[src/rtl/hynoc_pkg.sv]
// Shared constants, state encoding and route helpers for the hynoc router ports.
package hynoc_pkg;

    // Ingress sequencing states
    typedef enum logic [2:0] {
        ST_IDLE     = 3'd0,
        ST_REQUEST  = 3'd1,
        ST_TRANSFER = 3'd2,
        ST_RELEASE  = 3'd3,
        ST_DROP     = 3'd4
    } state_t;

    // Flit = payload plus a stop bit on top
    function automatic int unsigned flit_width(input int unsigned payload_width);
        return payload_width + 1;
    endfunction

    // Stop bit sits just above the payload
    function automatic int unsigned stop_bit(input int unsigned payload_width);
        return payload_width;
    endfunction

    // Route bits consumed per hop
    function automatic int unsigned route_width(input int unsigned nb_ports);
        return (nb_ports < 2) ? 1 : $clog2(nb_ports);
    endfunction

    // Bits needed to index one of the NB_PORTS-1 egresses
    function automatic int unsigned sel_width(input int unsigned nb_ports);
        return (nb_ports <= 2) ? 1 : $clog2(nb_ports - 1);
    endfunction

    // Absolute port number to egress index; the own port is skipped
    function automatic int unsigned abs_to_rel(input int unsigned r, input int unsigned port_index);
        if (r < port_index || r == 0) begin
            return r;
        end
        return r - 1;
    endfunction

endpackage

[src/rtl/hynoc_route_decode.sv]
// Source-route header decode: egress select, route validity and the header
// with the consumed route bits stripped off.
module hynoc_route_decode
    import hynoc_pkg::*;
#(
    parameter  int unsigned NB_PORTS      = 5,
    parameter  int unsigned PORT_INDEX    = 0,
    parameter  int unsigned PAYLOAD_WIDTH = 32,
    localparam int unsigned FLIT_WIDTH    = flit_width(PAYLOAD_WIDTH),
    localparam int unsigned SEL_WIDTH     = sel_width(NB_PORTS)
) (
    input  logic [FLIT_WIDTH-1:0] flit,
    output logic [SEL_WIDTH-1:0]  sel,
    output logic                  valid,
    output logic [FLIT_WIDTH-1:0] header
);

    localparam int unsigned ROUTE_WIDTH = route_width(NB_PORTS);
    localparam int unsigned STOP_BIT    = stop_bit(PAYLOAD_WIDTH);

    logic [ROUTE_WIDTH-1:0] route;

    // Decode the route field and build the forwarded header
    always_comb begin
        route  = flit[ROUTE_WIDTH-1:0];
        valid  = (32'(route) != PORT_INDEX) && (32'(route) < NB_PORTS);
        sel    = SEL_WIDTH'(abs_to_rel(32'(route), PORT_INDEX));
        header = {flit[STOP_BIT], flit[PAYLOAD_WIDTH-1:0] >> ROUTE_WIDTH};
    end

endmodule

[src/rtl/hynoc_ingress.sv]
// Router port input stage: pops flits from the FWFT input FIFO, decodes the
// source route, arbitrates for the matching egress and streams the packet.
module hynoc_ingress
    import hynoc_pkg::*;
#(
    parameter  int unsigned NB_PORTS      = 5,
    parameter  int unsigned PORT_INDEX    = 0,
    parameter  int unsigned PAYLOAD_WIDTH = 32,
    parameter  int unsigned FLIT_WIDTH    = flit_width(PAYLOAD_WIDTH),
    localparam int unsigned NB_EGRESS     = NB_PORTS - 1
) (
    input  logic                  router_clk,
    input  logic                  router_arst_n,
    input  logic                  rempty,
    input  logic [FLIT_WIDTH-1:0] rdata,
    output logic                  ren,
    output logic [NB_EGRESS-1:0]  to_egress_request,
    output logic [NB_EGRESS-1:0]  to_egress_write,
    output logic [FLIT_WIDTH-1:0] to_egress_data,
    input  logic [NB_EGRESS-1:0]  from_egress_grant,
    input  logic [NB_EGRESS-1:0]  from_egress_afull,
    output logic                  route_error
);

    localparam int unsigned SEL_WIDTH = sel_width(NB_PORTS);
    localparam int unsigned STOP_BIT  = FLIT_WIDTH - 1;

    state_t                state;
    state_t                state_next;
    logic [NB_EGRESS-1:0]  sel_oh;
    logic [NB_EGRESS-1:0]  sel_oh_next;
    logic                  first;
    logic                  first_next;

    logic [SEL_WIDTH-1:0]  dec_sel;
    logic                  dec_valid;
    logic [FLIT_WIDTH-1:0] dec_header;

    logic                  grant_sel;
    logic                  afull_sel;
    logic                  stop;
    logic                  xfer;

    logic [NB_EGRESS-1:0]  request_next;
    logic [NB_EGRESS-1:0]  write_next;
    logic [FLIT_WIDTH-1:0] data_next;
    logic                  error_next;

    hynoc_route_decode #(
        .NB_PORTS      (NB_PORTS),
        .PORT_INDEX    (PORT_INDEX),
        .PAYLOAD_WIDTH (PAYLOAD_WIDTH)
    ) u_route_decode (
        .flit   (rdata),
        .sel    (dec_sel),
        .valid  (dec_valid),
        .header (dec_header)
    );

    // Handshake qualifiers for the latched egress
    always_comb begin
        grant_sel = |(from_egress_grant & sel_oh);
        afull_sel = |(from_egress_afull & sel_oh);
        stop      = rdata[STOP_BIT];
        xfer      = (state == ST_TRANSFER) && grant_sel && !afull_sel && !rempty;
    end

    // State register
    always_ff @(posedge router_clk or negedge router_arst_n) begin
        if (!router_arst_n) begin
            state <= ST_IDLE;
        end else begin
            state <= state_next;
        end
    end

    // Next-state logic
    always_comb begin
        state_next = state;
        case (state)
            ST_IDLE: begin
                if (!rempty) begin
                    state_next = dec_valid ? ST_REQUEST : ST_DROP;
                end
            end
            ST_REQUEST: begin
                if (grant_sel) begin
                    state_next = ST_TRANSFER;
                end
            end
            ST_TRANSFER: begin
                if (xfer && stop) begin
                    state_next = ST_RELEASE;
                end
            end
            ST_RELEASE: begin
                // Leave only once the egress has dropped its grant, so the
                // next packet cannot ride on a stale grant
                if (!grant_sel) begin
                    state_next = ST_IDLE;
                end
            end
            ST_DROP: begin
                if (!rempty && stop) begin
                    state_next = ST_IDLE;
                end
            end
            default: state_next = ST_IDLE;
        endcase
    end

    // Output and datapath next values; ren is the only combinational output
    always_comb begin
        ren          = 1'b0;
        request_next = '0;
        write_next   = '0;
        data_next    = to_egress_data;
        error_next   = 1'b0;
        sel_oh_next  = sel_oh;
        first_next   = first;
        case (state)
            ST_IDLE: begin
                if (!rempty && dec_valid) begin
                    sel_oh_next = NB_EGRESS'(1) << dec_sel;
                    first_next  = 1'b1;
                end
            end
            ST_REQUEST: begin
                request_next = sel_oh;
            end
            ST_TRANSFER: begin
                // Request held through the cycle of the last write
                request_next = sel_oh;
                if (xfer) begin
                    ren        = 1'b1;
                    write_next = sel_oh;
                    data_next  = first ? dec_header : rdata;
                    first_next = 1'b0;
                end
            end
            ST_DROP: begin
                ren        = !rempty;
                error_next = !rempty && stop;
            end
            default: ;
        endcase
    end

    // Registered outputs and per-packet context
    always_ff @(posedge router_clk or negedge router_arst_n) begin
        if (!router_arst_n) begin
            to_egress_request <= '0;
            to_egress_write   <= '0;
            to_egress_data    <= '0;
            route_error       <= 1'b0;
            sel_oh            <= '0;
            first             <= 1'b0;
        end else begin
            to_egress_request <= request_next;
            to_egress_write   <= write_next;
            to_egress_data    <= data_next;
            route_error       <= error_next;
            sel_oh            <= sel_oh_next;
            first             <= first_next;
        end
    end

endmodule

[config.mk]
export PLATFORM = sky130hd
export DESIGN_NAME = hynoc_ingress
export DESIGN_NICKNAME = d
export VERILOG_FILES = /design/src/rtl/hynoc_pkg.sv /design/src/rtl/hynoc_route_decode.sv /design/src/rtl/hynoc_ingress.sv
export SDC_FILE = /design/constraint.sdc
export NUM_CORES = 1
export LEC_CHECK = 0
export ABC_CLOCK_PERIOD_IN_PS = 1550
export CORE_AREA = 8 8 97 99
export DETAILED_ROUTE_END_ITERATION = 16
export DIE_AREA = 0 0 105 107
export GPL_TIMING_DRIVEN = 0
export HOLD_SLACK_MARGIN = 0.08
export PLACE_DENSITY = 0.65
export SLEW_MARGIN = 25
export SYNTH_ARGS = -nofsm -noshare
export SYNTH_HDL_FRONTEND = slang
export SYNTH_SLANG_ARGS = --single-unit
[constraint.sdc]
create_clock -name router_clk -period 1.55 [get_ports router_clk]
set_input_delay 0.155 -clock router_clk [delete_from_list [all_inputs] [get_ports router_clk]]
set_output_delay 0.155 -clock router_clk [all_outputs]
set_load 0.1 [all_outputs]
==> results of run 1 <==
==> worst max path at each step <==
stage,from,end,cells past startpoint
finish,sel_oh[2]$_DFFE_PN0P_,ren,5
CTS,sel_oh[2]$_DFFE_PN0P_,ren,5
floorplan,sel_oh[2]$_DFFE_PN0P_,ren,4
global route,sel_oh[2]$_DFFE_PN0P_,ren,5
detailed placement,from_egress_afull[2],ren,6
global placement,from_egress_afull[2],ren,6
==> worst max-delay path, cell delays in order, from the launching register on <==
cell	delay, ns
dfrtp_1	0.43
a22oi_2	0.22
nand2_1	0.10
or4b_4	0.50
a211oi_4	0.25
buf_12	0.21
==> stage by stage <==
stage,instances,TNS (ns),instance area [sq um],utilization,hold slack [ns]
2_1_floorplan,225,-0.6677,2326,-,-0.1406
3_3_place_gp,416,-79.40,3318,0.4186,0.4688
3_5_place_dp,416,-19.27,3316,0.4182,0.2375
4_1_cts,433,-8.855,3610,0.4553,0.4473
5_1_grt,434,-15.55,3647,0.4601,0.3197
6_report,434,-7.895,3647,0.4601,0.2919
==> synthesized netlist by cell type <==
| library cell | count | area share |
|---|---|---|
| a211oi_1 | 1 | 0.0033 |
| a211oi_2 | 1 | 0.0054 |
| a21boi_0 | 2 | 0.0065 |
| a21oi_1 | 3 | 0.0065 |
| a22o_2 | 2 | 0.0087 |
| a22oi_1 | 2 | 0.0065 |
| and2_1 | 4 | 0.011 |
| buf_2 | 7 | 0.015 |
| clkbuf_1 | 6 | 0.0098 |
| clkbuf_2 | 1 | 0.0022 |
| dfrtp_1 | 50 | 0.54 |
| ha_1 | 1 | 0.0054 |
| inv_1 | 8 | 0.013 |
| mux2i_1 | 30 | 0.13 |
| nand2_1 | 43 | 0.070 |
| nand2b_1 | 4 | 0.011 |
| nor2_1 | 7 | 0.011 |
| nor3b_1 | 1 | 0.0033 |
| nor4_1 | 2 | 0.0054 |
| nor4b_1 | 1 | 0.0038 |
| nor4b_2 | 1 | 0.0065 |
| o2111ai_2 | 1 | 0.0065 |
| o21a_1 | 1 | 0.0033 |
| o21ai_0 | 3 | 0.0065 |
| o21ai_1 | 33 | 0.072 |
| o21bai_1 | 1 | 0.0033 |
| o31ai_1 | 4 | 0.013 |
| or3_1 | 1 | 0.0027 |
| or4_1 | 1 | 0.0033 |
| or4b_1 | 1 | 0.0043 |
| xnor2_1 | 2 | 0.0076 |
==> sequential cells by signal (all words and copies together) (netlist names) <==
register / flops
first: 1
route_error: 1
sel_oh: 4
state: 3
to_egress_data: 33
to_egress_request: 4
to_egress_write: 4
==> layer usage <==
layer / vias up / track usage
li1: 977 / -
met1: 914 / 0.1449
met2: 55 / 0.1964
met3: 4 / 0.03419
met4: 0 / 0.03364
met5: - / 0
==> timing repair <==
action                     CTS  global route
hold endpoints to repair    50             0
cloned                       0             0
gates resized for setup    152             7
pin swaps                    1             0
hold buffers                 1             0
setup endpoints to repair   80            44
buffers inserted             8             1
==> cell type report <==
class                   count  area (sq um)  share of cell area
clock inverters             1         30.03            0.008233
multi-input cells         153          1010              0.2768
clock buffers               7         76.32             0.02093
flip-flops and latches     50          1251              0.3431
inverters                   8         30.03            0.008233
well taps                 105         131.4             0.03602
plain buffers              14         117.6             0.03225
repair buffers             96          1001              0.2744
==> cells by family after synthesis <==
logic type / share of synthesized area
multiplexers: 0.1303
AO/OA/AOI/OAI: 0.1411
flip-flops: 0.5429
buffers and inverters: 0.04017
XOR/XNOR: 0.007602
AND/OR/NAND/NOR: 0.1325
adder cells (fa/ha/maj): 0.005428
==> impl_metrics.ini, run 1 <==
[synth]
syn-num-nets = 270
synth.distinct_cells = 31
ys_ff_latch = 50
yosysWarningCount = 0
synthCells = 225
syn-cell-area_sq_mm = 0.002305
synth_area_per_cell_sq_um = 10.24
ys_seq_area_frac = 0.5429

[detailed_routing]
first_iter_violations = 43
final_antenna_net_count = 0
met2_length_mm = 3.140
wl_met1_mm = 2.865
vias = 1950
vias_per_cell = 4.493
dr.pass1.iters = 4
routed-wl-met3_microns = 379
top_layer = met4
wl_per_cell_microns = 14.84
wirelength_mm = 6.441
remaining_drc_errors = 0

[global_routing]
grt_use_total = 0.1178
grt_pass1_vias = 2096
grt_max_degree = 51
grt_first_pass_wirelength_mm = 10.91
antenna_found_initial = 0
overflow = 0

[run_status]
status = complete, but fails checks
violations = negative setup slack

[sta]
fin_crit_ns = 2.153
finalCritPeriodShare = 1.389
fmax_mhz = 464.4
setup_violations = 39
rsz0062_at_grt = true
tightest_slew_ns = 0.7311
finClkSkew_ns = 0.006513
slew_violations = 0
layout_setup_ws_ns = -0.6031
hold_viol_final = 0
max_slew_margin = 0.5126

[worst_setup_path]
crit_path_max_fanout = 4
worstReg2RegEnd = to_egress_data[2]$_DFFE_PN0P_
path_class = register to primary output
end_kind = primary output
arrival_ns = 2.00
reg2reg_from = state[2]$_DFFE_PN0P_
regToRegSetupSlack_ns = -0.24
r2r_cells = 7
critPathLaunchType = register
worstPathRequired_ns = 1.39

[floorplanning]
core_sq_mm = 0.007928
dieArea_sq_mm = 0.01124
die_h_microns = 107
rows = 33
io_pins = 87
dieWidth_microns = 105
initial_core_util = 0.2907

[min_path]
holdPathEnd = to_egress_data[0]$_DFFE_PN0P_
min_path_type = input pin to register
hold_start = rdata[0]
hold_depth = 3

[cts]
clk_latency_ns = 0.30
cts_buffers = 5
root_buffer = clkbuf_8
cts_max_path_buffers = 2
clk_pin_slew_ns = 0.09
tritoncts = yes
cts_max_level = 2
cts.sinks = 50

[placement]
gp_congestion = 0.7146
place_ws_ns = -1.389
numPortBuffers = 86
detailed_place_hpwl_mm = 4.840

[cells_and_area]
mostFrequentLayoutCells = dfrtp_1, nand2_1, clkdlybuf4s15_2
area_delta_synth_final_pct = 58.25
fin_nets = 373
num-fill-cells = 774
antennaDiodeCount = 0
drive_above_1_share = 0.2553
layout_commonest_cell = dfrtp_1

[flow_run]
drv_cap = 0
Power of run 1 is not shown: default switching activity piles up to over one toggle a cycle in this logic, so the estimate is an artifact.
==> run 2: changes to the inputs <==
--- a/config.mk
+++ b/config.mk
@@ -5,10 +5,9 @@
 export SDC_FILE = /design/constraint.sdc
 export NUM_CORES = 1
 export LEC_CHECK = 0
-export ABC_CLOCK_PERIOD_IN_PS = 1550
-export CORE_AREA = 8 8 97 99
+export CORE_AREA = 8 8 107 90
 export DETAILED_ROUTE_END_ITERATION = 16
-export DIE_AREA = 0 0 105 107
+export DIE_AREA = 0 0 115 98
 export GPL_TIMING_DRIVEN = 0
 export HOLD_SLACK_MARGIN = 0.08
 export PLACE_DENSITY = 0.65
==> run 2 against run 1 <==
Effect of this change: the flow still finishes with violations (negative setup slack); non-clock buffer count is 4 lower; wire length is 7.5% higher; largest cell class unchanged; global-route usage grew 0.67 points.
==> impl_metrics.ini, run 2 (same netlist as run 1, synthesis figures left out) <==
[global_routing]
grt-busiest-layer = met2
grt_first_pass_wirelength_mm = 11.10
grt_pass1_vias = 2063
antenna_found_initial = 0
gr-usage-met2 = 0.1917
grt_max_degree = 51
overflow = 0
use_met1 = 0.1592
grt_use_total = 0.1245
gr-usage-met3 = 0.04380

[cells_and_area]
fin_nets = 369
regMostFlops = to_egress_data
largest_reg_flops = 33
area_delta_synth_final_pct = 55.70
antennaDiodeCount = 0
layout_commonest_cell = dfrtp_1
fin_util = 0.4467
drive_above_1_share = 0.2554
mostFrequentLayoutCells = dfrtp_1, nand2_1, clkdlybuf4s15_2

[sta]
max_slew_margin = 0.4962
tightest_slew_ns = 0.7557
rsz0062_at_grt = true
hold_viol_final = 0
finalCritPeriodShare = 1.397
setup_tns_ns = -3.990
slew_violations = 0
fin_crit_ns = 2.165
layout_setup_ws_ns = -0.6148
fmax_mhz = 461.9
finClkSkew_ns = 0.01335
setup_violations = 30

[cts]
tritoncts = yes
cts_max_level = 2
root_buffer = clkbuf_8
cts.sinks = 50
cts_buffers = 5
clk_latency_ns = 0.31
cts_max_path_buffers = 2
clk_pin_slew_ns = 0.10

[placement]
detailed_place_hpwl_mm = 5.194
gp_congestion = 0.7447
numPortBuffers = 86

[worst_setup_path]
max_stage_delay_ns = 0.50
end_kind = primary output
worstPathRequired_ns = 1.39
regToRegSetupSlack_ns = -0.15
critPathSlowestCell = or4b_4
path_class = register to primary output
crit_chain = a22oi_2 -> nand2_2 -> or4b_4 -> a211oi_4 -> buf_12
crit_path_max_fanout = 5
r2r_cells = 6
arrival_ns = 2.01
critPathLaunchType = register

[min_path]
min_path_type = input pin to register
hold_depth = 3

[floorplanning]
dieWidth_microns = 115
core_sq_mm = 0.008033
dieArea_sq_mm = 0.01127
rows = 30
die_h_microns = 98
io_pins = 87
initial_core_util = 0.2869

[flow_run]
drv_cap = 0

[detailed_routing]
wl_per_cell_microns = 15.85
wirelength_mm = 6.927
remaining_drc_errors = 0
vias = 1955
first_iter_violations = 52
dr.pass1.iters = 4
final_antenna_net_count = 0
vias_per_cell = 4.474

[run_status]
status = complete, but fails checks
violations = negative setup slack
-- run 2: per-stage QoR --
| stage | instances | setup slack [ns] | cell area, sq um | hold slack, ns |
|---|---|---|---|---|
| floorplan | 225 | -0.6677 | 2326 | -0.1406 |
| global placement | 423 | -1.368 | 3327 | 0.4670 |
| detailed placement | 423 | -1.383 | 3324 | 0.2378 |
| CTS | 435 | -0.6466 | 3548 | 0.4256 |
| global route | 437 | -0.7200 | 3588 | 0.3328 |
| finish | 437 | -0.6148 | 3588 | 0.2955 |
-- run 2: worst paths after layout --
check                                                from                              to
min in group asynchronous                   router_arst_n           route_error$_DFF_PN0_
hold reg to reg            to_egress_data[11]$_DFFE_PN0P_  to_egress_data[11]$_DFFE_PN0P_
setup reg to reg                     state[0]$_DFFE_PN0P_   to_egress_data[3]$_DFFE_PN0P_
setup / recovery                    sel_oh[0]$_DFFE_PN0P_                             ren
max in group asynchronous                   router_arst_n           sel_oh[2]$_DFFE_PN0P_
hold / removal                                   rdata[1]   to_egress_data[1]$_DFFE_PN0P_
-- run 2: repair_timing --
item,CTS,global route
hold endpoints to repair,50,0
hold buffers,1,0
setup buffers,4,2
gates resized for setup,146,9
pin swaps,1,1
endpoints found under the setup margin,81,44
-- run 2: per-layer routing --
metal / up-vias / share of wire
li1: 971 / -
met1: 918 / 0.46
met2: 58 / 0.45
met3: 8 / 0.071
met4: 0 / 0.017
met5: - / 0
-- run 2: layout make-up --
type | instances | area [sq um]
fill | 814 | 4444
sequential | 50 | 1254
multi-input combinational | 153 | 998.5
timing repair buffer | 93 | 980.9
tap | 112 | 140.1
clock buffer | 7 | 96.34
buffer | 13 | 80.08
inverter | 8 | 30.03
clock inverter | 1 | 8.758
-- run 2: worst max-delay path: cells and delay by family (launching register included) --
family	cells	cell delay (ns)
and+or+nand+nor	2	0.59
DFF	1	0.43
buffers and inverters	1	0.21
AOI/OAI and AO/OA	2	0.48
Power of run 2 is left out for the same reason.
==> run 3: changes to the inputs <==
--- a/config.mk
+++ b/config.mk
@@ -5,13 +5,14 @@
 export SDC_FILE = /design/constraint.sdc
 export NUM_CORES = 1
 export LEC_CHECK = 0
-export CORE_AREA = 8 8 107 90
+export CORE_AREA = 8 8 115 96
 export DETAILED_ROUTE_END_ITERATION = 16
-export DIE_AREA = 0 0 115 98
+export DIE_AREA = 0 0 123 104
 export GPL_TIMING_DRIVEN = 0
 export HOLD_SLACK_MARGIN = 0.08
-export PLACE_DENSITY = 0.65
+export PLACE_DENSITY = 0.64
 export SLEW_MARGIN = 25
 export SYNTH_ARGS = -nofsm -noshare
 export SYNTH_HDL_FRONTEND = slang
+export SYNTH_HIERARCHICAL = 1
 export SYNTH_SLANG_ARGS = --single-unit
==> run 3 against run 2 <==
Effect of this change: the flow still finishes with violations (negative setup slack); sequential share of layout area shrank 5.5 points; largest cell class is now non-clock buffers; via count shrank 1.3%; final area grew 19%; register-to-register slack lost 0.22 ns; clock-buffer cell count shrank 2; highest routed layer unchanged; fmax grew 9.2%; non-clock buffer count grew 37.
==> impl_metrics.ini, run 3 <==
[cts]
root_buffer = clkbuf_16
cts_max_level = 2
cts_buffers = 5
clk_latency_ns = 0.29
clk_pin_slew_ns = 0.07
cts_max_path_buffers = 2
cts.sinks = 50
tritoncts = yes

[run_status]
violations = negative setup slack
status = complete, but fails checks

[floorplanning]
dieArea_sq_mm = 0.01279
io_pins = 87
rows = 32
initial_core_util = 0.2903
dieWidth_microns = 123
core_sq_mm = 0.009289
die_h_microns = 104

[sta]
finClkSkew_ns = 0.006850
slew_violations = 0
fmax_mhz = 504.3
max_slew_margin = 0.5652
hold_viol_final = 0
setup_violations = 39
setup_tns_ns = -11.54
rsz0062_at_grt = true
tightest_slew_ns = 0.6521
fin_crit_ns = 1.983
finalCritPeriodShare = 1.279
layout_setup_ws_ns = -0.4329

[synth]
synthArstFlopShare = 1.000
yosysMostFrequentCell = mux2_2
synth_edf_count = 0
synth_ff_type = dfrtp_1
synth_top_cell_area_share = 0.4640
ys_ff_latch = 50
yosysWarningCount = 6
synth_area_leaders = dfrtp_1, mux2_2, buf_4
synth_area_per_cell_sq_um = 12.66
synth.distinct_cells = 36
ys_seq_area_frac = 0.4640
synthCells = 213
syn-cell-area_sq_mm = 0.002696
synth_top_area_cell = dfrtp_1
synth_common_cells = mux2_2, dfrtp_1, buf_4

[worst_setup_path]
reg2reg_from = sel_oh[0]$_DFFE_PN0P_
cp_top_family = compound AO/OA/AOI/OAI gates
crit_path_max_fanout = 3
crit_cells = 7
worstReg2RegEnd = to_egress_data[9]$_DFFE_PN0P_
critPathSlowestCell = dfrtp_2
crit_chain = a22oi_2 -> a221oi_2 -> and3_4 -> buf_12 -> buf_12 -> a31o_4 -> buf_12
end_kind = primary output
cp_num_buf_inv = 3
max_stage_delay_ns = 0.44
worstPathRequired_ns = 1.39
path_class = register to primary output
regToRegSetupSlack_ns = -0.37
critPathLaunch = sel_oh[0]$_DFFE_PN0P_
cp-endpoint = ren
r2r_cells = 6
arrival_ns = 1.83
critPathLaunchType = register
cp_common_cell = buf_12

[cells_and_area]
layout_commonest_cell = mux2_2
fin_nets = 369
largest_reg_flops = 33
regMostFlops = to_egress_data
mostFrequentLayoutCells = mux2_2, dfrtp_1, buf_4
antennaDiodeCount = 0
drive_above_1_share = 0.6031
fin_util = 0.4589
num-fill-cells = 876
area_delta_synth_final_pct = 58.10
finalInstanceArea_sq_mm = 0.004263

[global_routing]
antenna_found_initial = 0
grt_use_total = 0.1080
overflow = 0
grt_first_pass_wirelength_mm = 11.14
grt_max_degree = 51
grt_pass1_vias = 2151

[placement]
postPlaceCellArea_sq_mm = 0.003735
numPortBuffers = 86
detailed_place_hpwl_mm = 4.948
place_ws_ns = -1.437
gp_congestion = 0.7422

[detailed_routing]
vias_per_cell = 4.347
dr.pass1.iters = 4
wirelength_mm = 6.814
remaining_drc_errors = 0
wl_per_cell_microns = 15.35
vias = 1930
first_iter_violations = 48
final_antenna_net_count = 0

[flow_run]
drv_cap = 0

[min_path]
min_path_type = input pin to register
==> run 3: cell families after synthesis <==
group	share of synthesized area
AND/OR/NAND/NOR	0.06032
flip-flops	0.4640
multiplexers	0.2849
adder cells (fa/ha/maj)	0.004640
other	0.001391
buffers and inverters	0.1267
AO/OA/AOI/OAI	0.04826
XOR/XNOR	0.009747
==> run 3: metrics by stage <==
stage               std cells  hold WS (ns)
floorplan                 215       -0.1406
global placement          420        0.4901
detailed placement        420        0.2347
CTS                       444        0.4782
global route              444        0.3863
finish                    444        0.3448
==> run 3: final cells by class <==
class	count	area, sq um	area share
clock buffers	5	125.1	0.02935
flip-flops and latches	50	1256	0.2947
repair buffers	102	1117	0.2621
clock inverters	3	23.77	0.005577
well taps	119	148.9	0.03493
inverters	5	18.77	0.004403
plain buffers	41	342.8	0.08042
multi-input cells	119	1230	0.2885
==> run 3: repair_timing <==
action | 4_1_cts | 5_1_grt
setup buffers | 13 | 3
cloned | 2 | 0
setup endpoints to repair | 86 | 44
gates resized for setup | 171 | 13
pin swaps | 6 | 2
hold buffers | 1 | 0
endpoints found under the hold margin | 50 | 0
==> run 3: worst min path at each step <==
stage / from / to / slack [ns] / cells after the start
3_3_place_gp: to_egress_data[24]$_DFFE_PN0P_ / to_egress_data[24]$_DFFE_PN0P_ / 0.49 / 1
5_1_grt: rdata[0] / sel_oh[0]$_DFFE_PN0P_ / 0.39 / 3
2_1_floorplan: router_arst_n / first$_DFFE_PN0P_ / -0.14 / 0
6_report: rdata[0] / sel_oh[0]$_DFFE_PN0P_ / 0.34 / 3
3_5_place_dp: router_arst_n / to_egress_data[29]$_DFFE_PN0P_ / 0.23 / 1
4_1_cts: router_arst_n / to_egress_data[22]$_DFFE_PN0P_ / 0.48 / 2
==> run 3: worst register-to-register path: stages (launching register included) <==
cell and delay, ns:
dfrtp_2 0.40, a22oi_2 0.10, a221oi_2 0.31, and3_4 0.27, buf_4 0.15, bufbuf_16 0.26, mux2_2 0.32
==> run 3: metal layers <==
metal	global-route usage	wire length (microns)	vias up
li1	-	-	932
met1	0.1342	3097	934
met2	0.1838	3211	59
met3	0.02767	467	5
met4	0.02060	37	0
met5	0	0	-
Power of run 3 is left out for the same reason.
